<file path="src/rtl/decide_unit.sv">
// Decision responder: scans the bin's variable-state array for the lowest free
// variable, assigns it FALSE at a new decision level, or reports all-satisfied.
module decide_unit #(
  parameter int unsigned NUM_VARS  = 8,
  parameter int unsigned WIDTH_VAR = 4,
  parameter int unsigned WIDTH_LVL = 16
) (
  input  logic                 clk,
  input  logic                 rst,
  input  logic                 start_decision_i,
  input  logic                 load_lvl_i,
  input  logic [WIDTH_LVL-1:0] bkt_lvl_i,
  output logic                 rd_en_o,
  output logic [WIDTH_VAR-1:0] rd_addr_o,
  input  logic [1:0]           rd_value_i,
  output logic                 wr_en_o,
  output logic [WIDTH_VAR-1:0] wr_addr_o,
  output logic [1:0]           wr_value_o,
  output logic [WIDTH_LVL-1:0] wr_lvl_o,
  output logic                 done_decision_o,
  output logic                 all_c_is_sat_o,
  output logic [WIDTH_LVL-1:0] cur_lvl_o,
  output logic                 busy_o,
  output logic                 lvl_ovf_o
);

  typedef enum logic [1:0] {IDLE, SCAN, ASSIGN, DONE} state_t;

  localparam logic [WIDTH_VAR-1:0] CNT_END  = WIDTH_VAR'(NUM_VARS);
  localparam logic [WIDTH_VAR-1:0] LAST_IDX = WIDTH_VAR'(NUM_VARS - 1);

  state_t               state, state_nxt;
  logic [WIDTH_VAR-1:0] cnt;
  logic [WIDTH_VAR-1:0] pipe_idx;
  logic                 pipe_vld;
  logic                 issue;
  logic                 hit_free;
  logic                 hit_last;
  logic                 lvl_max;
  logic [WIDTH_LVL-1:0] lvl_inc;

  assign issue    = (state == SCAN) && (cnt != CNT_END);
  assign hit_free = pipe_vld && (rd_value_i == 2'b00);
  assign hit_last = pipe_vld && (pipe_idx == LAST_IDX);
  assign lvl_max  = &cur_lvl_o;
  assign lvl_inc  = lvl_max ? cur_lvl_o : cur_lvl_o + WIDTH_LVL'(1);

  assign rd_en_o         = issue;
  assign rd_addr_o       = issue ? cnt : '0;
  assign wr_en_o         = (state == ASSIGN);
  assign wr_value_o      = (state == ASSIGN) ? 2'b01 : 2'b00;
  assign done_decision_o = (state == DONE);
  assign busy_o          = (state != IDLE);

  always_ff @(posedge clk) begin
    if (rst) state <= IDLE;
    else     state <= state_nxt;
  end

  always_comb begin
    state_nxt = state;
    case (state)
      IDLE:    if (start_decision_i) state_nxt = SCAN;
      SCAN: begin
        if (hit_free)      state_nxt = ASSIGN;
        else if (hit_last) state_nxt = DONE;
      end
      ASSIGN:  state_nxt = DONE;
      DONE:    state_nxt = IDLE;
      default: state_nxt = IDLE;
    endcase
  end

  // wr_addr_o/wr_lvl_o are captured on the SCAN->ASSIGN edge so they hold outside ASSIGN
  always_ff @(posedge clk) begin
    if (rst) begin
      cnt            <= '0;
      pipe_idx       <= '0;
      pipe_vld       <= 1'b0;
      wr_addr_o      <= '0;
      wr_lvl_o       <= '0;
      all_c_is_sat_o <= 1'b0;
      cur_lvl_o      <= '0;
      lvl_ovf_o      <= 1'b0;
    end else begin
      case (state)
        IDLE: begin
          pipe_vld <= 1'b0;
          if (start_decision_i) begin
            cnt            <= '0;
            all_c_is_sat_o <= 1'b0;
          end
          if (load_lvl_i) cur_lvl_o <= bkt_lvl_i;
        end
        SCAN: begin
          pipe_vld <= issue;
          pipe_idx <= cnt;
          if (issue) cnt <= cnt + WIDTH_VAR'(1);
          if (hit_free) begin
            wr_addr_o <= pipe_idx;
            wr_lvl_o  <= lvl_inc;
          end else if (hit_last) begin
            all_c_is_sat_o <= 1'b1;
          end
        end
        ASSIGN: begin
          cur_lvl_o <= lvl_inc;
          if (lvl_max) lvl_ovf_o <= 1'b1;
        end
        default: ;
      endcase
    end
  end

endmodule
</file>
<file path="config.mk">
export PLATFORM = sky130hd
export DESIGN_NAME = decide_unit
export DESIGN_NICKNAME = d
export VERILOG_FILES = /design/src/rtl/decide_unit.sv
export SDC_FILE = /design/constraint.sdc
export NUM_CORES = 1
export LEC_CHECK = 0
export ABC_AREA = 1
export CORE_UTILIZATION = 44
export DETAILED_ROUTE_END_ITERATION = 8
export PLACE_DENSITY = 0.88
export SLEW_MARGIN = 20
export SYNTH_ARGS = -nofsm -noshare
export SYNTH_HDL_FRONTEND = slang
export SYNTH_SLANG_ARGS = --single-unit
export TNS_END_PERCENT = 100
</file>
<file path="constraint.sdc">
create_clock -name clk -period 1.5 [get_ports clk]
set_input_delay 0.3 -clock clk [delete_from_list [all_inputs] [get_ports clk]]
set_output_delay 0.3 -clock clk [all_outputs]
set_load 0.1 [all_outputs]
</file>
==> results.toml, run 1 <==
[grt]
grt_usage_pct = 31.7
grt_pass1_wl_um = 15400
grt-ovfl-total = 0
grt_max_degree = 29
antenna_found_initial = 0
grt_pass1_vias = 3202

[critical_path]
start_kind = "register"
cp.arrival_ps = 1580
cp-startpoint = "state[0]"
r2r_start = "state[0]"
endpoint_kind = "output pin"
required_ps = 1200
path_max_fanout = 4
path_class = "register to output pin"

[floorplan]
die_w_um = 79.4
core_um2 = 5640
io_pins = 70
num_rows = 27
fp.dieH_um = 79.4
die_area_um2 = 6300
initial_core_util_pct = 46.7

[sta]
fin_skew_ps = 19.1
post-route-min-period_ps = 1880
drv_slew = 0
grt_setup_unrepaired = "yes"
setup_violations = 50
period_share_pct = 125
max_freq_mhz = 533
holdWs_ps = 508
hold_viol_final = 0
worst_slack_ps = -375

[synthesis]
synth_top_family_by_area = "simple AND/OR/NAND/NOR gates"
yosys.area.top_type = "dfxtp_1"
synth_cell_types = 33
synth_most_common_cell = "nand2_1"
yosys-top-cells-area = "dfxtp_1, nand2_1, nor2_1"
ys_async_sr_fraction_pct = 0
synthXorXnorAreaFrac_pct = 2.00
synth_nets = 416
synth-edff-count = 0
ys_seq_area_share_pct = 37.2
synthMuxAreaShare_pct = 0
synthFlopType = "dfxtp_1"
yosys_warnings = 0
synth_top_area_share_pct = 37.2
synth-compound-area-share_pct = 17.6
netlist_instances = 387
yosys_register_bits = 49
synthSimpleGateAreaFrac_pct = 30.5
synthTopCellsByCount = "nand2_1, nor2_1, dfxtp_1"
avgSynthCellArea_um2 = 6.81
synthAdderAreaFrac_pct = 3.33
synth_area_um2 = 2630

[layout]
drive_gt1_share_pct = 39.4
multiInputGateArea_um2 = 1720
num-fill-cells = 264
antennaDiodeCount = 0
final_nets = 520
final-seq-area_um2 = 1040
final_core_util_pct = 83.9
areaGrowthSynthToFinish_pct = 79.8

[placement]
detailed_place_hpwl_um = 5770
gp_congestion = 0.878
port_buffers = 68
dpl_worst_slack_ps = -263

[drt]
firstDrtPassIters = 5
drt-vias-per-instance = 5.92
drt-initial-drc-count = 383
remaining_drc_errors = 0
wl_um = 10700
vias = 3339
ant_nets = 0
avgRoutedWirePerCell_um = 19.0

[clock_tree]
holdBufCountCts = 0
numCtsBuffers = 5
cts.clk_slew.worst_paths_ps = 110
insertion_delay_ps = 330
cts_htree_levels = 2
tritoncts = "yes"
clkSinkCount = 49
clockBufferDepth = 2
cts_root_buffer = "clkbuf_8"

[power]
internal_power_uw = 4240
swShare_pct = 51.2
power_frac_comb_pct = 65.0
p_sw_uw = 4450
clockPowerShare_pct = 11.7
ir_worst_vdd_mv = 2.14
p_leak_uw = 0.00193
seqPwrFrac_pct = 23.4
p_per_area_nw_per_um2 = 1840

[worst_hold_path]
hold_start = "pipe_idx[2]"
hold_class = "register to register"

[run]
maxCapViolCount = 0

[outcome]
status = "finished, violations left"
failed_checks = "negative setup slack"
==> power by group through the flow <==
stage / combinational, µW / sequential, µW / clock (µW)
global route: 5860 / 2050 / 1060
CTS: 5230 / 1970 / 969
floorplan: 1900 / 3070 / 0
finish: 5640 / 2030 / 1010
global placement: 4620 / 1990 / 0
detailed placement: 4750 / 2010 / 0
==> path summary, 6_finish.rpt <==
check                  to  slack, ps  cells past startpoint
max reg2reg        cnt[0]       -320                      9
min reg2reg   pipe_idx[2]        510                      2
max          rd_addr_o[0]       -380                      7
min           pipe_idx[2]        510                      2
==> placed cells by master, fill, tap and decap left out, types with 4 or more instances in the layout <==
master	instances
inv_1	27
o21bai_1	4
o21ai_1	8
clkbuf_8	5
inv_2	5
ha_4	5
a21oi_1	24
nor2_4	13
clkdlybuf4s50_1	21
nand3_1	12
o21ai_0	28
nand2_2	10
buf_6	8
nor2_2	9
dfxtp_2	6
dfxtp_4	14
nand4_1	10
buf_12	51
nor2_1	52
a21oi_2	8
dfxtp_1	29
nand2_4	5
nand2_1	68
a41oi_2	4
buf_4	32
==> layout make-up <==
cell class	instances	share of cell area [%]
flip-flops and latches	49	22.0
repair buffers	114	34.0
clock inverters	3	0.925
clock buffers	5	1.45
well taps	72	1.90
multi-input cells	283	36.2
inverters	38	3.51
==> what timing repair did <==
action / in CTS / in global routing
resized for setup: 42 / 36
endpoints found under the setup margin: 43 / 53
gates cloned: 4 / 0
pin swaps: 12 / 8
hold endpoints to repair: 0 / 0
buffers inserted: 8 / 6
==> registers in the layout, summed over array words and instances, names as in the netlist <==
signal / cells
cur_lvl_o: 16
wr_lvl_o: 16
cnt: 4
pipe_idx: 4
wr_addr_o: 4
state: 2
all_c_is_sat_o: 1
lvl_ovf_o: 1
pipe_vld: 1
==> layer usage <==
layer / wire [µm] / vias to the layer above / track usage [%]
li1: - / 1468 / -
met1: 3670 / 1515 / 35.3
met2: 5350 / 287 / 57.0
met3: 1090 / 69 / 5.83
met4: 607 / 0 / 16.5
met5: 0 / - / 0
==> metrics by stage <==
| step | total power [µW] | setup TNS, ps | instance area (µm²) | std cells |
|---|---|---|---|---|
| after floorplan | 4970 | -10300 | 2800 | 387 |
| after global placement | 6610 | -3080 | 4170 | 538 |
| after detailed placement | 6760 | -5640 | 4170 | 538 |
| after CTS | 8170 | -2230 | 4540 | 558 |
| after global routing | 8960 | -10440 | 4740 | 564 |
| final | 8690 | -7690 | 4740 | 564 |
==> worst max-delay path, cell delays in order (launching register included) <==
cell        delay [ps]
dfxtp_2            370
buf_6              110
ha_4               170
clkinvlp_4         140
nor2_4             120
inv_2               60
nor2_4             110
buf_12             180
==> logic make-up (layout without fill, tap and decap cells) <==
family,count (synthesis),count (layout)
simple gates,186,187
flops,49,49
compound gates,82,82
other cells,1,1
xor+xnor,6,6
buf+inv,56,160
fa+ha+maj,7,7
No activity file was read; power rests on OpenSTA's default activity.
==> run 2, diff against run 1 <==
--- a/config.mk
+++ b/config.mk
@@ -5,10 +5,11 @@
 export SDC_FILE = /design/constraint.sdc
 export NUM_CORES = 1
 export LEC_CHECK = 0
-export ABC_AREA = 1
-export CORE_UTILIZATION = 44
+export ABC_AREA = 0
+export CORE_UTILIZATION = 45
+export CTS_CLUSTER_SIZE = 20
 export DETAILED_ROUTE_END_ITERATION = 8
-export PLACE_DENSITY = 0.88
+export PLACE_DENSITY = 0.89
 export SLEW_MARGIN = 20
 export SYNTH_ARGS = -nofsm -noshare
 export SYNTH_HDL_FRONTEND = slang
==> run 2 against run 1 <==
Effect of this change: the run now fails in 4_1_cts; area after synthesis is 7.6% higher; synthesized cell count is 9.8% lower.
==> results.toml, run 2 <==
[placement]
dpl_worst_slack_ps = -440
gp_congestion = 0.985
port_buffers = 68
detailed_place_hpwl_um = 8520

[synthesis]
synthMuxAreaShare_pct = 2.52
yosys.area.top_type = "dfxtp_1"
synth-edff-count = 0
synth_area_um2 = 2840
synth_top_area_share_pct = 34.6
synthXorXnorAreaFrac_pct = 0.309
synthSimpleGateAreaFrac_pct = 29.3
synth_cell_types = 66
avgSynthCellArea_um2 = 8.12
synthFlopType = "dfxtp_1"
synth-compound-area-share_pct = 22.8
netlist_instances = 349
synthAdderAreaFrac_pct = 3.09
ys_async_sr_fraction_pct = 0
yosys-top-cells-area = "dfxtp_1, a21oi_1, nor2_1"
yosys_warnings = 0
synth_nets = 378
yosys_register_bits = 49
synth_most_common_cell = "dfxtp_1"
synthTopCellsByCount = "dfxtp_1, nor2_1, a21oi_1"
ys_seq_area_share_pct = 34.6
synth_top_family_by_area = "simple AND/OR/NAND/NOR gates"

[outcome]
error = "[ERROR DPL-0033] detailed placement checks failed during check placement."
status = "aborted with a tool error"
haltStage = "4_1_cts"

[clock_tree]
numCtsBuffers = 5
cts_root_buffer = "clkbuf_8"
clkSinkCount = 49
cts_setup_buffers = 41
cts.repair.resized = 136
holdBufCountCts = 0
cts_htree_levels = 2
clockBufferDepth = 2

[floorplan]
io_pins = 70
fp.dieH_um = 81.4
initial_core_util_pct = 47.3
num_rows = 28
die_w_um = 81.4
[run 2: cell count changes after synthesis, sizes merged, moves of 7 or more]
cell | previous run | this run
inv | 38 | 13
a31oi | 1 | 11
nand2 | 82 | 20
nor2 | 74 | 28
and3 | 0 | 12
nor3 | 3 | 11
o21ai | 37 | 22
o31ai | 0 | 7
o211ai | 0 | 7
or3 | 0 | 8
[run 2: logic make-up after synthesis]
group / count (synthesis)
xor+xnor: 1
compound gates: 100
mux: 7
fa+ha+maj: 7
buf+inv: 43
simple gates: 141
other cells: 1
flops: 49
[run 2: per-stage QoR]
stage,cells,cell area (µm²)
3_3_place_gp,542,4860
3_5_place_dp,542,4860
2_1_floorplan,349,3220
==> run 3, diff against run 2 <==
--- a/config.mk
+++ b/config.mk
@@ -6,10 +6,9 @@
 export NUM_CORES = 1
 export LEC_CHECK = 0
 export ABC_AREA = 0
-export CORE_UTILIZATION = 45
-export CTS_CLUSTER_SIZE = 20
+export CORE_UTILIZATION = 40
 export DETAILED_ROUTE_END_ITERATION = 8
-export PLACE_DENSITY = 0.89
+export PLACE_DENSITY_LB_ADDON = 0.15
 export SLEW_MARGIN = 20
 export SYNTH_ARGS = -nofsm -noshare
 export SYNTH_HDL_FRONTEND = slang
==> constraint.sdc (replaced) <==
create_clock -name clk -period 1.95 [get_ports clk]
set_input_delay 0.39 -clock clk [delete_from_list [all_inputs] [get_ports clk]]
set_output_delay 0.39 -clock clk [all_outputs]
set_load 0.1 [all_outputs]
==> run 3 against run 2 <==
Effect of this change: the flow now finishes without violations; area after synthesis unchanged; synthesized cell count unchanged.
==> results.toml, run 3 <==
[outcome]
status = "finished, final reports clean"

[clock_tree]
numCtsBuffers = 5
insertion_delay_ps = 310
holdBufCountCts = 0
cts_root_buffer = "clkbuf_8"
cts.clk_slew.worst_paths_ps = 90
cts_htree_levels = 2
clockBufferDepth = 2
tritoncts = "yes"
clkSinkCount = 49

[layout]
final_area_um2 = 4180
antennaDiodeCount = 0
mostFrequentLayoutCells = "buf_4, dfxtp_1, nor2_1"
areaGrowthSynthToFinish_pct = 47.5
final_common_cell = "buf_4"
final_nets = 458
largestRegisters = "cur_lvl_o x16, wr_lvl_o x16"
multiInputGateArea_um2 = 1720
final-seq-area_um2 = 1040
drive_gt1_share_pct = 31.6
num-fill-cells = 606

[power]
finalPower_uw = 5860
clockPowerShare_pct = 11.9
power_frac_comb_pct = 60.2
ir_worst_vdd_mv = 0.659
p_sw_uw = 2970
swShare_pct = 50.6
p_per_area_nw_per_um2 = 1400
p_leak_uw = 0.00159
seqPwrFrac_pct = 27.9
internal_power_uw = 2890

[critical_path]
path_max_fanout = 6
start_kind = "register"
cp_slowest_cell = "dfxtp_4"
cp-startpoint = "cnt[1]"
required_ps = 1560
r2r_cells = 5
r2r_end = "cur_lvl_o[7]"
path_class = "register to output pin"
cp.arrival_ps = 1490
r2r_start = "cur_lvl_o[0]"
rrSetupSlack_ps = 100
cpPeakStageDelay_ps = 390
crit_chain = "inv_2 -> ha_2 -> nand3b_1 -> and3_4 -> buf_12"
endpoint_kind = "output pin"

[synthesis]
synth_cell_types = 66
synth-compound-area-share_pct = 22.8
yosys_warnings = 0
synth_top_family_by_area = "simple AND/OR/NAND/NOR gates"
synth_most_common_cell = "dfxtp_1"
yosys-top-cells-area = "dfxtp_1, a21oi_1, nor2_1"
ys_seq_area_share_pct = 34.6
synthTopCellsByCount = "dfxtp_1, nor2_1, a21oi_1"
netlist_instances = 349
synthSimpleGateAreaFrac_pct = 29.3
avgSynthCellArea_um2 = 8.12
yosys_register_bits = 49
yosys.area.top_type = "dfxtp_1"
synth_top_area_share_pct = 34.6
synth_area_um2 = 2840
ys_async_sr_fraction_pct = 0
synth-edff-count = 0
synthXorXnorAreaFrac_pct = 0.309
synthMuxAreaShare_pct = 2.52
synth_nets = 378
synthAdderAreaFrac_pct = 3.09
synthFlopType = "dfxtp_1"

[worst_hold_path]
hold_class = "register to register"
min_to = "wr_addr_o[1]"
hold_start = "wr_addr_o[1]"
worstHoldPathCells = 2

[drt]
wl_um = 8570
ant_nets = 0
drt-vias-per-instance = 5.65
vias = 2974
avgRoutedWirePerCell_um = 16.3
drt-initial-drc-count = 157
firstDrtPassIters = 4
remaining_drc_errors = 0

[sta]
drv_slew = 0
holdWs_ps = 467
post-route-min-period_ps = 1880
max_freq_mhz = 531
hold_viol_final = 0
period_share_pct = 96.5
fin_skew_ps = 2.96
setup_violations = 0

[grt]
grt-ovfl-total = 0
antenna_found_initial = 0
grt_pass1_vias = 2787
grt_max_degree = 24
grt_pass1_wl_um = 13800
grt_usage_pct = 23.4

[placement]
post_dp_cell_area_um2 = 3980
gp_congestion = 0.871
detailed_place_hpwl_um = 6060
port_buffers = 68

[floorplan]
die_w_um = 86.2
initial_core_util_pct = 41.5
core_um2 = 6830
fp.dieH_um = 86.2
die_area_um2 = 7430
num_rows = 30
io_pins = 70

[run]
maxCapViolCount = 0
[run 3: what timing repair did]
action                     CTS  global route
setup buffers                2             5
pin swaps                    0             3
gates resized for setup      2            16
setup endpoints to repair    4            11
[run 3: how the worst max path moves through the flow]
stage	end	slack, ps
2_1_floorplan	rd_addr_o[1]	-90
3_3_place_gp	cur_lvl_o[10]	9
3_5_place_dp	cur_lvl_o[10]	-20
4_1_cts	rd_addr_o[0]	8
5_1_grt	rd_addr_o[1]	-7
6_report	rd_addr_o[0]	70
[run 3: logic make-up (layout without fill, tap and decap cells)]
logic type	Yosys count	count (layout)
AND/OR/NAND/NOR	141	141
AO/OA/AOI/OAI	100	100
flip-flops	49	49
buffers and inverters	43	124
adder cells (fa/ha/maj)	7	7
multiplexers	7	7
other	1	1
XOR/XNOR	1	1
[run 3: power by group through the flow]
stage	logic [µW]	registers, µW	clock network [µW]
floorplan	1430	2440	0
global placement	3380	1640	0
detailed placement	3410	1650	0
CTS	3420	1630	709
global route	3710	1680	748
finish	3530	1640	698
[run 3: per-stage QoR]
stage / cells / TNS (ps) / utilization, % / setup slack [ps]
CTS: 521 / 0 / 60.1 / 8.14
global placement: 511 / 0 / 58.2 / 9.24
detailed placement: 511 / -20.3 / 58.2 / -20.3
finish: 526 / 0 / 61.2 / 67.8
global route: 526 / -11.0 / 61.2 / -6.65
floorplan: 349 / -305 / - / -88.5
[run 3: layer usage]
layer | global-route usage, % | wire length [µm]
met5 | 0 | 0
met4 | 5.76 | 97
met3 | 3.43 | 470
met2 | 37.9 | 3930
met1 | 32.7 | 4070
[run 3: cell type report]
class	count	share of cell area, %
clock buffers	6	2.24
clock inverters	2	0.359
inverters	14	1.35
multi-input cells	257	41.1
flip-flops and latches	49	24.9
well taps	96	2.87
repair buffers	102	27.1
[run 3: worst max-delay path: cells and delay by family (launching register included)]
family	cells	cell delay (ps)
adder cells (fa/ha/maj)	1	160
buffers and inverters	2	210
flip-flops	1	390
AND/OR/NAND/NOR	2	430
==> run 4, diff against run 3 <==
==> constraint.sdc (replaced) <==
create_clock -name clk -period 1.51 [get_ports clk]
set_input_delay 0.302 -clock clk [delete_from_list [all_inputs] [get_ports clk]]
set_output_delay 0.302 -clock clk [all_outputs]
set_load 0.1 [all_outputs]
==> run 4 against run 3 <==
Effect of this change: the flow now finishes with violations (negative setup slack); utilization rose by 29 points; via count up 43%; first-iteration DRC count grew to 3.3 times the previous value; die area stayed put; critical endpoint is now wr_lvl_o[0]; largest power group unchanged.
==> results.toml, run 4 (synthesized netlist as in run 3, its figures left out) <==
[critical_path]
endpoint_kind = "register"
path_max_fanout = 5
start_kind = "register"
rrSetupSlack_ps = -570
r2r_end = "wr_lvl_o[0]"
cp.arrival_ps = 2280
r2r_cells = 6
required_ps = 1720
path_class = "register to register"
r2r_start = "cur_lvl_o[0]"

[layout]
final_common_cell = "buf_4"
largestRegisters = "cur_lvl_o x16, wr_lvl_o x16"
areaGrowthSynthToFinish_pct = 116
mostFrequentLayoutCells = "buf_4, buf_12, dfxtp_1, buf_6"
drive_gt1_share_pct = 60.7
antennaDiodeCount = 0
final_area_um2 = 6130
final_core_util_pct = 89.7
final_nets = 563
final_cells = 631

[worst_hold_path]
hold_start = "wr_addr_o[2]"
worstHoldPathCells = 2
min_to = "wr_addr_o[2]"
hold_class = "register to register"

[clock_tree]
cts_root_buffer = "clkbuf_8"
insertion_delay_ps = 320
numCtsBuffers = 5
cts_htree_levels = 2
clockBufferDepth = 2
clkSinkCount = 49
cts.clk_slew.worst_paths_ps = 110
holdBufCountCts = 0
tritoncts = "yes"

[sta]
fin_skew_ps = 13.3
max_freq_mhz = 482
post-route-min-period_ps = 2080
grt_setup_unrepaired = "yes"
slew_headroom_pct = 66.5
max_slew.worst_pin.slew_ps = 498
period_share_pct = 138
hold_viol_final = 0
setup_violations = 56
holdWs_ps = 515
drv_slew = 0
worst_slack_ps = -566

[power]
finalPower_uw = 10700
ir_worst_vdd_mv = 1.36
p_per_area_nw_per_um2 = 1750
p_leak_uw = 0.00239

[drt]
remaining_drc_errors = 0
firstDrtPassIters = 7
drt-initial-drc-count = 516
wl_um = 16600
avgRoutedWirePerCell_um = 26.3
vias = 4241
ant_nets = 0
drt-vias-per-instance = 6.72

[placement]
port_buffers = 68
post_dp_cell_area_um2 = 4900
gp_congestion = 0.900
dpl.cell_count = 570
detailed_place_hpwl_um = 7490

[outcome]
failed_checks = "negative setup slack"
status = "finished, violations left"

[grt]
grt_usage_pct = 34.2
grt_pass1_vias = 3768
antenna_found_initial = 0
grt_pass1_wl_um = 19700
grt-ovfl-total = 0
grt_max_degree = 24

[floorplan]
io_pins = 70
fp.dieH_um = 86.2
initial_core_util_pct = 41.5
num_rows = 30
core_um2 = 6830
die_area_um2 = 7430
die_w_um = 86.2

[run]
maxCapViolCount = 0
-- run 4: cell types whose count changed in the layout (fill, tap and decap cells not counted), moves of 7 or more --
cell,delta
a21oi_2,+11
nor3_1,-7
buf_12,+29
a21oi_1,-11
nor2_1,-8
o21ai_1,+7
buf_4,+40
o21ai_0,-13
buf_6,+28
-- run 4: metrics by stage --
step	TNS (ps)	setup slack [ps]
4_1_cts	-6920	-260
2_1_floorplan	-5580	-381
3_3_place_gp	-7620	-328
3_5_place_dp	-9970	-442
6_report	-12740	-566
5_1_grt	-15070	-605
-- run 4: worst max-delay path by stage --
stage            startpoint       endpoint  slack, ps  cells after the start
2_1_floorplan  cur_lvl_o[5]   cur_lvl_o[7]       -380                      5
3_3_place_gp     load_lvl_i  cur_lvl_o[13]       -330                      6
3_5_place_dp     load_lvl_i   cur_lvl_o[1]       -440                      5
4_1_cts            state[1]   rd_addr_o[3]       -260                      6
5_1_grt        cur_lvl_o[0]    wr_lvl_o[0]       -610                      6
6_report       cur_lvl_o[0]    wr_lvl_o[0]       -570                      6
-- run 4: power breakdown --
part	internal [µW]	switching [µW]	leakage, µW
combinational	3410	4310	0.00192
clock	476	510	0.0000566
sequential	1630	385	0.000411
total	5510	5210	0.00239
-- run 4: worst max-delay path, cell delays in order (launching register included) --
cell     delay (ps)
dfxtp_4         370
ha_4            180
nand4_1         360
nor4_4          440
buf_4           220
xor2_2          270
o21ai_1         120
-- run 4: cell type report --
class / count / area [µm²]
sequential: 49 / 1050
inverter: 14 / 63.8
clock buffer: 8 / 111
tap: 96 / 120
multi-input combinational: 258 / 2320
timing repair buffer: 206 / 2470
fill: 273 / 701
-- run 4: metal layers --
metal	up-vias	wire length [µm]	GRT usage, %
li1	1668	-	-
met1	1989	5840	42.2
met2	417	7580	58.2
met3	167	1840	4.95
met4	0	1340	17.0
met5	-	0	0
-- run 4: timing repair --
item	4_1_cts	5_1_grt
setup buffers	28	22
resized for setup	73	85
setup endpoints to repair	48	55
pin swaps	28	39
gates cloned	3	1
